===== config.mk =====
export PLATFORM = sky130hd
export DESIGN_NAME = load_store_unit
export DESIGN_NICKNAME = d
export VERILOG_FILES = /design/src/rtl/load_store_unit.sv
export SDC_FILE = /design/constraint.sdc
export NUM_CORES = 1
export LEC_CHECK = 0
export ABC_AREA = 1
export CAP_MARGIN = 10
export CORE_AREA = 2 2 140 142
export CTS_CLUSTER_DIAMETER = 150
export CTS_CLUSTER_SIZE = 40
export DETAILED_ROUTE_END_ITERATION = 10
export DIE_AREA = 0 0 142 144
export PLACE_DENSITY_LB_ADDON = 0.1
export SLEW_MARGIN = 10
export SYNTH_ARGS = -nofsm -noshare
export SYNTH_HDL_FRONTEND = slang
export SYNTH_SLANG_ARGS = --single-unit

===== constraint.sdc =====
create_clock -name i_Clk_1 -period 2.5 [get_ports i_Clk_1]
set_input_delay 0.5 -clock i_Clk_1 [delete_from_list [all_inputs] [get_ports i_Clk_1]]
set_output_delay 0.5 -clock i_Clk_1 [all_outputs]
set_load 0.005 [all_outputs]

===== src/rtl/load_store_unit.sv =====
// Load/store unit: turns one load or store per transaction into req/gnt/rvalid
// bus beats with byte strobes, splitting boundary-crossing accesses into two
// beats when MISALIGN_SPLIT=1, and returns extended load data to writeback.
//
// state  | meaning
// -------+--------------------------------------------------------------
// IDLE   | ready for a new operation; operands captured on accept
// REQ0   | first (or only) beat requested, held until granted
// WAIT0  | first beat granted, waiting for its response
// REQ1   | second beat of a split access requested
// WAIT1  | second beat granted, waiting for its response
// DONE   | one-cycle completion pulse with result / exception
module load_store_unit #(
    parameter int XLEN           = 32,
    parameter int ADDR_W         = 32,
    parameter bit MISALIGN_SPLIT = 1'b0
) (
    input  logic                i_Clk_1,
    input  logic                i_Rst_n_1,
    input  logic                i_Valid_1,
    output logic                o_Ready_1,
    input  logic                i_Load_1,
    input  logic                i_Store_1,
    input  logic                i_LoadUnsigned_1,
    input  logic [1:0]          i_LoadStoreWidth_2,
    input  logic [XLEN-1:0]     i_ALUResult_XLEN,
    input  logic [XLEN-1:0]     i_StoreData_XLEN,
    output logic                o_Done_1,
    output logic [XLEN-1:0]     o_GRFWriteData_XLEN,
    output logic                o_Exception_1,
    output logic [1:0]          o_ExcCode_2,
    output logic                o_MemReq_1,
    output logic                o_MemWriteEnable_1,
    output logic [ADDR_W-1:0]   o_MemAddr_ADDR_W,
    output logic [XLEN-1:0]     o_MemStoreData_XLEN,
    output logic [XLEN/8-1:0]   o_MemStrb_XLEN8,
    input  logic                i_MemGnt_1,
    input  logic                i_MemRvalid_1,
    input  logic [XLEN-1:0]     i_MemLoadData_XLEN
);
    localparam int NB    = XLEN / 8;
    localparam int OFF_W = $clog2(NB);

    typedef enum logic [2:0] {
        S_IDLE, S_REQ0, S_WAIT0, S_REQ1, S_WAIT1, S_DONE
    } state_t;

    state_t              state_q, state_d;
    logic [ADDR_W-1:0]   addr_q, addr_d;
    logic [XLEN-1:0]     data_q, data_d;
    logic [XLEN-1:0]     rbuf_q, rbuf_d;
    logic [XLEN-1:0]     result_q, result_d;
    logic [1:0]          width_q, width_d;
    logic [1:0]          code_q, code_d;
    logic                load_q, load_d;
    logic                store_q, store_d;
    logic                uns_q, uns_d;
    logic                exc_q, exc_d;

    logic [OFF_W-1:0]    in_off;
    logic [3:0]          in_bytes;
    logic                in_mis, in_cross;

    logic [OFF_W-1:0]    off;
    logic [OFF_W+2:0]    sh;
    logic [2*NB-1:0]     mask_w, strb_w;
    logic [2*XLEN-1:0]   wdata_w, rdata_w;
    logic [XLEN-1:0]     rd_lo, rd_hi, raw, keep, ld_ext;
    logic [ADDR_W-1:0]   addr0, addr1;
    logic                split, sign, in_req, beat1;

    // Alignment classification of the operation being presented.
    always_comb begin
        in_off   = i_ALUResult_XLEN[OFF_W-1:0];
        in_bytes = 4'd1 << i_LoadStoreWidth_2;
        in_mis   = |(i_ALUResult_XLEN[3:0] & (in_bytes - 4'd1));
        in_cross = (int'(in_off) + int'(in_bytes)) > NB;
    end

    // Lane placement of the captured access and extension of returned data.
    always_comb begin
        off = addr_q[OFF_W-1:0];
        sh  = {off, 3'b000};
        case (width_q)
            2'b00:   mask_w = (2*NB)'(8'h01);
            2'b01:   mask_w = (2*NB)'(8'h03);
            2'b10:   mask_w = (2*NB)'(8'h0F);
            default: mask_w = (2*NB)'(8'hFF);
        endcase
        strb_w  = mask_w << off;
        wdata_w = {{XLEN{1'b0}}, data_q} << sh;
        split   = |strb_w[2*NB-1:NB];
        addr0   = {addr_q[ADDR_W-1:OFF_W], {OFF_W{1'b0}}};
        addr1   = addr0 + ADDR_W'(NB);

        // The second beat's data lands above the bytes taken from the first.
        rd_lo   = (state_q == S_WAIT1) ? rbuf_q : i_MemLoadData_XLEN;
        rd_hi   = (state_q == S_WAIT1) ? i_MemLoadData_XLEN : '0;
        rdata_w = {rd_hi, rd_lo} >> sh;
        raw     = rdata_w[XLEN-1:0];
        case (width_q)
            2'b00:   begin keep = XLEN'(8'hFF);         sign = raw[7];      end
            2'b01:   begin keep = XLEN'(16'hFFFF);      sign = raw[15];     end
            2'b10:   begin keep = XLEN'(32'hFFFF_FFFF); sign = raw[31];     end
            default: begin keep = '1;                   sign = raw[XLEN-1]; end
        endcase
        ld_ext = (raw & keep) | ({XLEN{sign & ~uns_q}} & ~keep);
    end

    // Next-state and captured-operand update.
    always_comb begin
        state_d  = state_q;
        addr_d   = addr_q;
        data_d   = data_q;
        rbuf_d   = rbuf_q;
        result_d = result_q;
        width_d  = width_q;
        code_d   = code_q;
        load_d   = load_q;
        store_d  = store_q;
        uns_d    = uns_q;
        exc_d    = exc_q;
        case (state_q)
            S_IDLE: begin
                if (i_Valid_1) begin
                    addr_d   = i_ALUResult_XLEN[ADDR_W-1:0];
                    data_d   = i_StoreData_XLEN;
                    width_d  = i_LoadStoreWidth_2;
                    load_d   = i_Load_1;
                    store_d  = i_Store_1 & ~i_Load_1;
                    uns_d    = i_LoadUnsigned_1;
                    result_d = '0;
                    exc_d    = 1'b0;
                    code_d   = 2'b00;
                    state_d  = S_DONE;
                    if (!(i_Load_1 || i_Store_1)) begin
                        result_d = i_ALUResult_XLEN;
                    end else if (XLEN == 32 && i_LoadStoreWidth_2 == 2'b11) begin
                        exc_d  = 1'b1;
                        code_d = 2'b11;
                    end else if ((!MISALIGN_SPLIT && in_mis) ||
                                 (i_LoadStoreWidth_2 == 2'b11 && in_cross)) begin
                        exc_d  = 1'b1;
                        code_d = i_Load_1 ? 2'b01 : 2'b10;
                    end else begin
                        state_d = S_REQ0;
                    end
                end
            end
            S_REQ0: if (i_MemGnt_1) state_d = S_WAIT0;
            S_WAIT0: begin
                if (i_MemRvalid_1) begin
                    rbuf_d = i_MemLoadData_XLEN;
                    if (split) begin
                        state_d = S_REQ1;
                    end else begin
                        result_d = load_q ? ld_ext : '0;
                        state_d  = S_DONE;
                    end
                end
            end
            S_REQ1: if (i_MemGnt_1) state_d = S_WAIT1;
            S_WAIT1: begin
                if (i_MemRvalid_1) begin
                    result_d = load_q ? ld_ext : '0;
                    state_d  = S_DONE;
                end
            end
            default: begin
                result_d = '0;
                exc_d    = 1'b0;
                code_d   = 2'b00;
                state_d  = S_IDLE;
            end
        endcase
    end

    // State and operand registers; reset clears everything immediately.
    always_ff @(posedge i_Clk_1 or negedge i_Rst_n_1) begin
        if (!i_Rst_n_1) begin
            state_q  <= S_IDLE;
            addr_q   <= '0;
            data_q   <= '0;
            rbuf_q   <= '0;
            result_q <= '0;
            width_q  <= 2'b00;
            code_q   <= 2'b00;
            load_q   <= 1'b0;
            store_q  <= 1'b0;
            uns_q    <= 1'b0;
            exc_q    <= 1'b0;
        end else begin
            state_q  <= state_d;
            addr_q   <= addr_d;
            data_q   <= data_d;
            rbuf_q   <= rbuf_d;
            result_q <= result_d;
            width_q  <= width_d;
            code_q   <= code_d;
            load_q   <= load_d;
            store_q  <= store_d;
            uns_q    <= uns_d;
            exc_q    <= exc_d;
        end
    end

    // Bus and writeback outputs; bus fields are zero outside request states.
    always_comb begin
        in_req              = (state_q == S_REQ0) || (state_q == S_REQ1);
        beat1               = (state_q == S_REQ1);
        o_Ready_1           = (state_q == S_IDLE);
        o_Done_1            = (state_q == S_DONE);
        o_GRFWriteData_XLEN = o_Done_1 ? result_q : '0;
        o_Exception_1       = o_Done_1 & exc_q;
        o_ExcCode_2         = o_Done_1 ? code_q : 2'b00;
        o_MemReq_1          = in_req;
        o_MemWriteEnable_1  = in_req & store_q;
        o_MemAddr_ADDR_W    = '0;
        o_MemStrb_XLEN8     = '0;
        o_MemStoreData_XLEN = '0;
        if (in_req) begin
            o_MemAddr_ADDR_W    = beat1 ? addr1 : addr0;
            o_MemStrb_XLEN8     = beat1 ? strb_w[2*NB-1:NB] : strb_w[NB-1:0];
            o_MemStoreData_XLEN = beat1 ? wdata_w[2*XLEN-1:XLEN] : wdata_w[XLEN-1:0];
        end
    end
endmodule


==> results of run 1 <==
-- final cells by class --
cell class | count | area (sq um) | share of cell area (%)
Timing Repair Buffer | 343 | 3110 | 23.2
Sequential cell | 139 | 3480 | 25.9
Multi-Input combinational cell | 1002 | 5390 | 40.1
Clock buffer | 17 | 425 | 3.17
Tap cell | 238 | 298 | 2.22
Inverter | 146 | 563 | 4.19
Clock inverter | 15 | 166 | 1.24
-- worst paths after layout --
| kind | end | cells past startpoint |
|---|---|---|
| min in group i_Clk_1 | rbuf_q[19] | 2 |
| hold reg to reg | rbuf_q[19] | 2 |
| hold / removal | data_q[11] | 1 |
| max in group asynchronous | rbuf_q[20] | 2 |
| setup reg to reg | result_q[14] | 12 |
| setup / recovery | o_MemAddr_ADDR_W[30] | 10 |
-- per-stage QoR --
step	total power [W]	setup TNS, ns	hold WS [ns]	cells
after floorplan	0.00958	0	0.204	1373
after global placement	0.0127	-0.795	0.456	1821
after detailed placement	0.0129	-0.676	0.460	1821
after CTS	0.0157	-9.87	0.00279	1879
after global routing	0.0176	-8.86	0.0203	1900
final	0.0164	-5.24	-0.0109	1900
-- state kept, by name, indices dropped and copies added (netlist names) --
signal / flops
rbuf_q: 32
addr_q: 32
result_q: 32
width_q: 2
data_q: 32
exc_q: 1
code_q: 2
load_q: 1
state_q: 3
store_q: 1
uns_q: 1
-- worst max-delay path, delay by kind of cell, from the launching register on --
family / cells / cell delay (ns)
adder cells (fa/ha/maj): 1 / 0.22
AND/OR/NAND/NOR: 6 / 0.83
buffers and inverters: 2 / 0.34
flip-flops: 1 / 0.40
AO/OA/AOI/OAI: 1 / 0.10
-- cell usage after synthesis, types with 8 or more instances --
cell type / n
buf_2: 21
nor3_1: 14
nor2_1: 107
o211ai_1: 14
dfrtp_1: 139
o21ai_1: 16
nand2_1: 391
buf_4: 8
clkbuf_1: 45
inv_1: 135
o21ai_0: 160
a21oi_1: 124
a22oi_1: 10
nand3_1: 68
a21oi_2: 14
a211oi_1: 10
-- metal layers --
metal / part of all wire (%) / track usage [%] / vias to the layer above
li1: - / - / 5013
met1: 43 / 45.0 / 4982
met2: 46 / 49.3 / 526
met3: 8.7 / 6.59 / 65
met4: 2.5 / 8.16 / 0
met5: 0 / 0 / -
-- power breakdown --
| group | switching [W] | total, W | internal (W) |
|---|---|---|---|
| sequential | 0.000778 | 0.00413 | 0.00336 |
| clock | 0.00109 | 0.00257 | 0.00149 |
| combinational | 0.00602 | 0.00974 | 0.00372 |
| total | 0.00788 | 0.0164 | 0.00856 |
-- cell families (layout without fill, tap and decap cells) --
group | count (synthesis) | after routing | synth area share (%)
flip-flops | 139 | 139 | 37.5
buffers and inverters | 232 | 521 | 10.7
AO/OA/AOI/OAI | 358 | 358 | 21.1
XOR/XNOR | 6 | 6 | 0.567
other | 1 | 2 | 0.0405
AND/OR/NAND/NOR | 630 | 630 | 29.3
adder cells (fa/ha/maj) | 2 | 2 | 0.270
multiplexers | 4 | 4 | 0.486
-- repair_timing --
item	4_1_cts	5_1_grt
cloned	1	2
pin swaps	46	52
resized for setup	310	183
setup buffers	26	24
endpoints found under the setup margin	102	123
==> flow_summary.yaml, run 1 <==
route:
  num_vias: 10600
  drt_iter0_markers: 1019
  drc: 0
  ant_nets: 0
  wl_mm: 33.6
  drt-wirelength-per-cell_microns: 17.7
  avgViaCountPerCell: 5.57
  first_pass_iters: 6
finish:
  antennaDiodeCount: 0
  drive_above_1_share_pct: 24.7
  area_growth_pct: 44.9
  finalNetCount: 1757
  mostFrequentLayoutCells: "nand2_1, dfrtp_1, o21ai_0"
  n_fill_cell: 1555
  final_util_pct: 70.4
  layout_commonest_cell: "nand2_1"
  design_area_sq_mm: 0.0134
logic_synthesis:
  postSynthCellCount: 1372
  yosysTopAreaCellShare_pct: 37.5
  synth.distinct_cells: 48
  synth-seq-area-share_pct: 37.5
  synth_ff_type: "dfrtp_1"
  synth.area.top_cells: "dfrtp_1, nand2_1, o21ai_0"
  yosys_warnings: 0
  synth_seq_cells: 139
  ys_async_sr_fraction_pct: 100
  synth_edf_count: 0
  avgSynthCellArea_sq_um: 6.76
  syn_area_sq_mm: 0.00927
  synth_top_cell_by_area: "dfrtp_1"
placed_design:
  dpl_cell_area_sq_mm: 0.0120
  place_ws_ns: -0.0643
  io_buffers: 210
  place_congestion: 0.962
  post-dp-hpwl_mm: 23.6
timing:
  max_freq_mhz: 356
  hold-worst-slack_ns: -0.0109
  worst_slack_ns: -0.313
  setup_viol: 36
  rsz0062_at_grt: "true"
  hold_viol_final: 10
  fin_skew_ns: 0.00664
  fin_crit_ns: 2.81
  drv_slew: 0
  period_share_pct: 113
critical_path:
  crit_path_start: "addr_q[2]"
  cp.required_ns: 2.00
  r2r_setup_slack_ns: 0.20
  path_cells: "ha_2 > nand3_2 > nor2_4 > nand2_2 > nor2_4 > nand4_1 > buf_4 > o21ai_2 > nor3b_2 > buf_2"
  max_stage_delay_ns: 0.40
  crit_type: "reg -> out"
  cpMostUsedCell: "nor2_4"
  crit_fanout: 3
  cp-end-kind: "output port"
  crit_arrival_ns: 2.31
  startpoint_type: "flip-flop"
  reg2reg_from: "state_q[2]"
  slowest_stage: "dfrtp_1"
status:
  violations: "hold timing, setup timing"
  outcome: "finished with violations"
clocking:
  clock_sinks: 139
  cts_tree: "done"
  htreeDepth: 4
  cts_hold_buffers: 0
  clock-root-buffer: "clkbuf_16"
  cts_buffer_depth: 2
  cts_buffers: 17
  insertion_delay_ns: 0.43
  path_clk_slew_ns: 0.07
hold_path:
  hp-class: "in -> async"
global_routing:
  grt_pass1_vias: 9506
  grt_pass1_wl_mm: 50.2
  antenna_found_initial: 0
  grt_usage_pct: 31.6
  grt_overflow: 0
  grt_start_max_net_pins: 81
floorplanning:
  die_w_microns: 142
  die_h_microns: 144
  initial_core_util_pct: 48.6
  io_pins: 213
  core-area_sq_mm: 0.0191
  die_area_sq_mm: 0.0204
  row_count: 51
job:
  cap_viol_max_count: 0
pwr:
  vdd_drop_max_mv: 0.614
  leakage_nw: 6.96
  p_per_area_mw_per_mm2: 1220
No activity file was read; power rests on OpenSTA's default activity.
==> run 2, diff against run 1 <==
--- a/config.mk
+++ b/config.mk
@@ -6,14 +6,14 @@
 export NUM_CORES = 1
 export LEC_CHECK = 0
 export ABC_AREA = 1
-export CAP_MARGIN = 10
+export CAP_MARGIN = 20
 export CORE_AREA = 2 2 140 142
 export CTS_CLUSTER_DIAMETER = 150
 export CTS_CLUSTER_SIZE = 40
 export DETAILED_ROUTE_END_ITERATION = 10
 export DIE_AREA = 0 0 142 144
 export PLACE_DENSITY_LB_ADDON = 0.1
-export SLEW_MARGIN = 10
+export SLEW_MARGIN = 40
 export SYNTH_ARGS = -nofsm -noshare
 export SYNTH_HDL_FRONTEND = slang
 export SYNTH_SLANG_ARGS = --single-unit
==> results of run 2 <==
Final layout, timing and power as in run 1 (identical DEF).
==> run 3, diff against run 2 <==
--- a/config.mk
+++ b/config.mk
@@ -8,7 +8,8 @@
 export ABC_AREA = 1
 export CAP_MARGIN = 20
 export CORE_AREA = 2 2 140 142
-export CTS_CLUSTER_DIAMETER = 150
+export CTS_BUF_LIST = sky130_fd_sc_hd__clkbuf_4
+export CTS_CLUSTER_DIAMETER = 120
 export CTS_CLUSTER_SIZE = 40
 export DETAILED_ROUTE_END_ITERATION = 10
 export DIE_AREA = 0 0 142 144
==> flow_summary.yaml, run 3 (synthesis gave the netlist of run 1 again) <==
timing:
  fin_crit_ns: 2.94
  fin_skew_ns: 0.0288
  period_share_pct: 117
  max_freq_mhz: 340
  hold_viol_final: 0
  worst_slack_ns: -0.437
  drv_slew: 0
  rsz0062_at_grt: "true"
  setup_viol: 94
critical_path:
  startpoint_type: "flip-flop"
  r2r_setup_slack_ns: 0.15
  max_stage_delay_ns: 0.42
  crit_arrival_ns: 2.44
  crit_type: "reg -> out"
  crit_fanout: 4
  cp-end-kind: "output port"
  cp_num_buf_inv: 4
  path_cells: "inv_2 > nand2_4 > inv_4 > nand2_4 > nor2_4 > nand2_2 > nor2_4 > nand4_1 > buf_4 > o21ai_2 > nor3b_2 > buf_2"
  cp_top_family: "simple AND/OR/NAND/NOR gates"
  cp.required_ns: 2.00
  slowest_stage: "dfrtp_1"
pwr:
  power_w: 0.0160
  leakage_nw: 6.63
  vdd_drop_max_mv: 0.763
  p_per_area_mw_per_mm2: 1190
placed_design:
  place_congestion: 0.962
  place_ws_ns: -0.0643
  post-dp-hpwl_mm: 23.6
  io_buffers: 210
finish:
  mostFrequentLayoutCells: "nand2_1, dfrtp_1, o21ai_0"
  drive_above_1_share_pct: 29.0
  area_growth_pct: 45.3
  n_fill_cell: 1564
  final_util_pct: 70.6
  multi_input_area_sq_mm: 0.00557
  layout_commonest_cell: "nand2_1"
  finalNetCount: 1782
  ff_latch_area_sq_mm: 0.00348
clocking:
  cts_tree: "done"
  cts_buffer_depth: 2
  clock_sinks: 139
  path_clk_slew_ns: 0.15
  clock-root-buffer: "clkbuf_4"
  cts_buffers: 17
  htreeDepth: 4
  insertion_delay_ns: 0.59
floorplanning:
  die_w_microns: 142
  io_pins: 213
  core-area_sq_mm: 0.0191
  initial_core_util_pct: 48.6
  die_area_sq_mm: 0.0204
  row_count: 51
  die_h_microns: 144
route:
  wl_mm: 34.5
  ant_nets: 0
  num_vias: 10800
  drt-wirelength-per-cell_microns: 17.9
  drc: 0
  first_pass_iters: 6
  drt_iter0_markers: 1132
  avgViaCountPerCell: 5.58
global_routing:
  grt_usage_pct: 31.2
  grt_start_max_net_pins: 81
  grt_pass1_vias: 9369
  grt_pass1_wl_mm: 49.7
  antenna_found_initial: 1
  grt_overflow: 0
status:
  violations: "setup timing"
  outcome: "finished with violations"
hold_path:
  hp-class: "in -> async"
job:
  cap_viol_max_count: 0
[run 3: cell count changes in the layout (fill, tap and decap cells not counted), moves of 5 or more]
cell,change
nand2_2,+5
buf_2,+28
nor2_1,-16
dlymetal6s2s_1,-22
buf_6,+30
nor2_4,+19
o21ai_1,+6
clkbuf_4,+17
clkbuf_16,-16
nand2_1,-7
[run 3: layout make-up]
cell class                 count  area share [%]
inverter                     146            4.20
clock buffer                  17           0.948
antenna                        2          0.0372
clock inverter                15            1.24
tap                          238            2.21
sequential                   139            25.8
multi-input combinational   1002            41.3
timing repair buffer         368            24.2
[run 3: worst paths after layout]
| kind | startpoint | to | cells after the start |
|---|---|---|---|
| setup / recovery | state_q[2] | o_MemAddr_ADDR_W[30] | 12 |
| min in group i_Clk_1 | i_StoreData_XLEN[23] | data_q[23] | 3 |
| setup reg to reg | state_q[1] | result_q[8] | 12 |
| hold reg to reg | rbuf_q[17] | rbuf_q[17] | 2 |
| max in group asynchronous | i_Rst_n_1 | rbuf_q[0] | 3 |
| hold / removal | i_Rst_n_1 | data_q[16] | 2 |
[run 3: report_power, final]
group / internal [W] / switching, W
Combinational: 0.00397 / 0.00636
Clock: 0.000611 / 0.000966
Sequential: 0.00334 / 0.000778
Total: 0.00793 / 0.00810
[run 3: through the flow]
step | cell area, sq um | hold WS, ns | std cells | setup TNS, ns
finish | 13500 | 0.405 | 1927 | -19.81
global route | 13500 | 0.400 | 1927 | -31.46
CTS | 12700 | 0.397 | 1880 | -23.59
detailed placement | 12000 | 0.460 | 1821 | -0.676
global placement | 12000 | 0.456 | 1821 | -0.795
floorplan | 9270 | 0.204 | 1373 | 0
[run 3: what timing repair did]
action | 4_1_cts | 5_1_grt
gates resized for setup | 380 | 255
pin swaps | 44 | 63
cloned | 1 | 4
endpoints found under the hold margin | 45 | 0
hold buffers | 1 | 0
endpoints found under the setup margin | 105 | 129
buffers inserted | 26 | 46
[run 3: worst register-to-register path, cell delays in order, from the launching register on]
cell and delay, ns:
dfrtp_2 0.48, buf_4 0.16, nor2_4 0.04, buf_4 0.15
nand2_4 0.21, nand2_2 0.12, inv_2 0.12, nor2_2 0.05
nor2_2 0.15, nand3_4 0.15, inv_2 0.38, nor2_1 0.11
a21oi_1 0.16
[run 3: layer usage]
layer  global-route usage, %  routed length [microns]
met1                    45.3                    14800
met2                    47.7                    15900
met3                    5.73                     2840
met4                    9.16                      971
met5                       0                        0
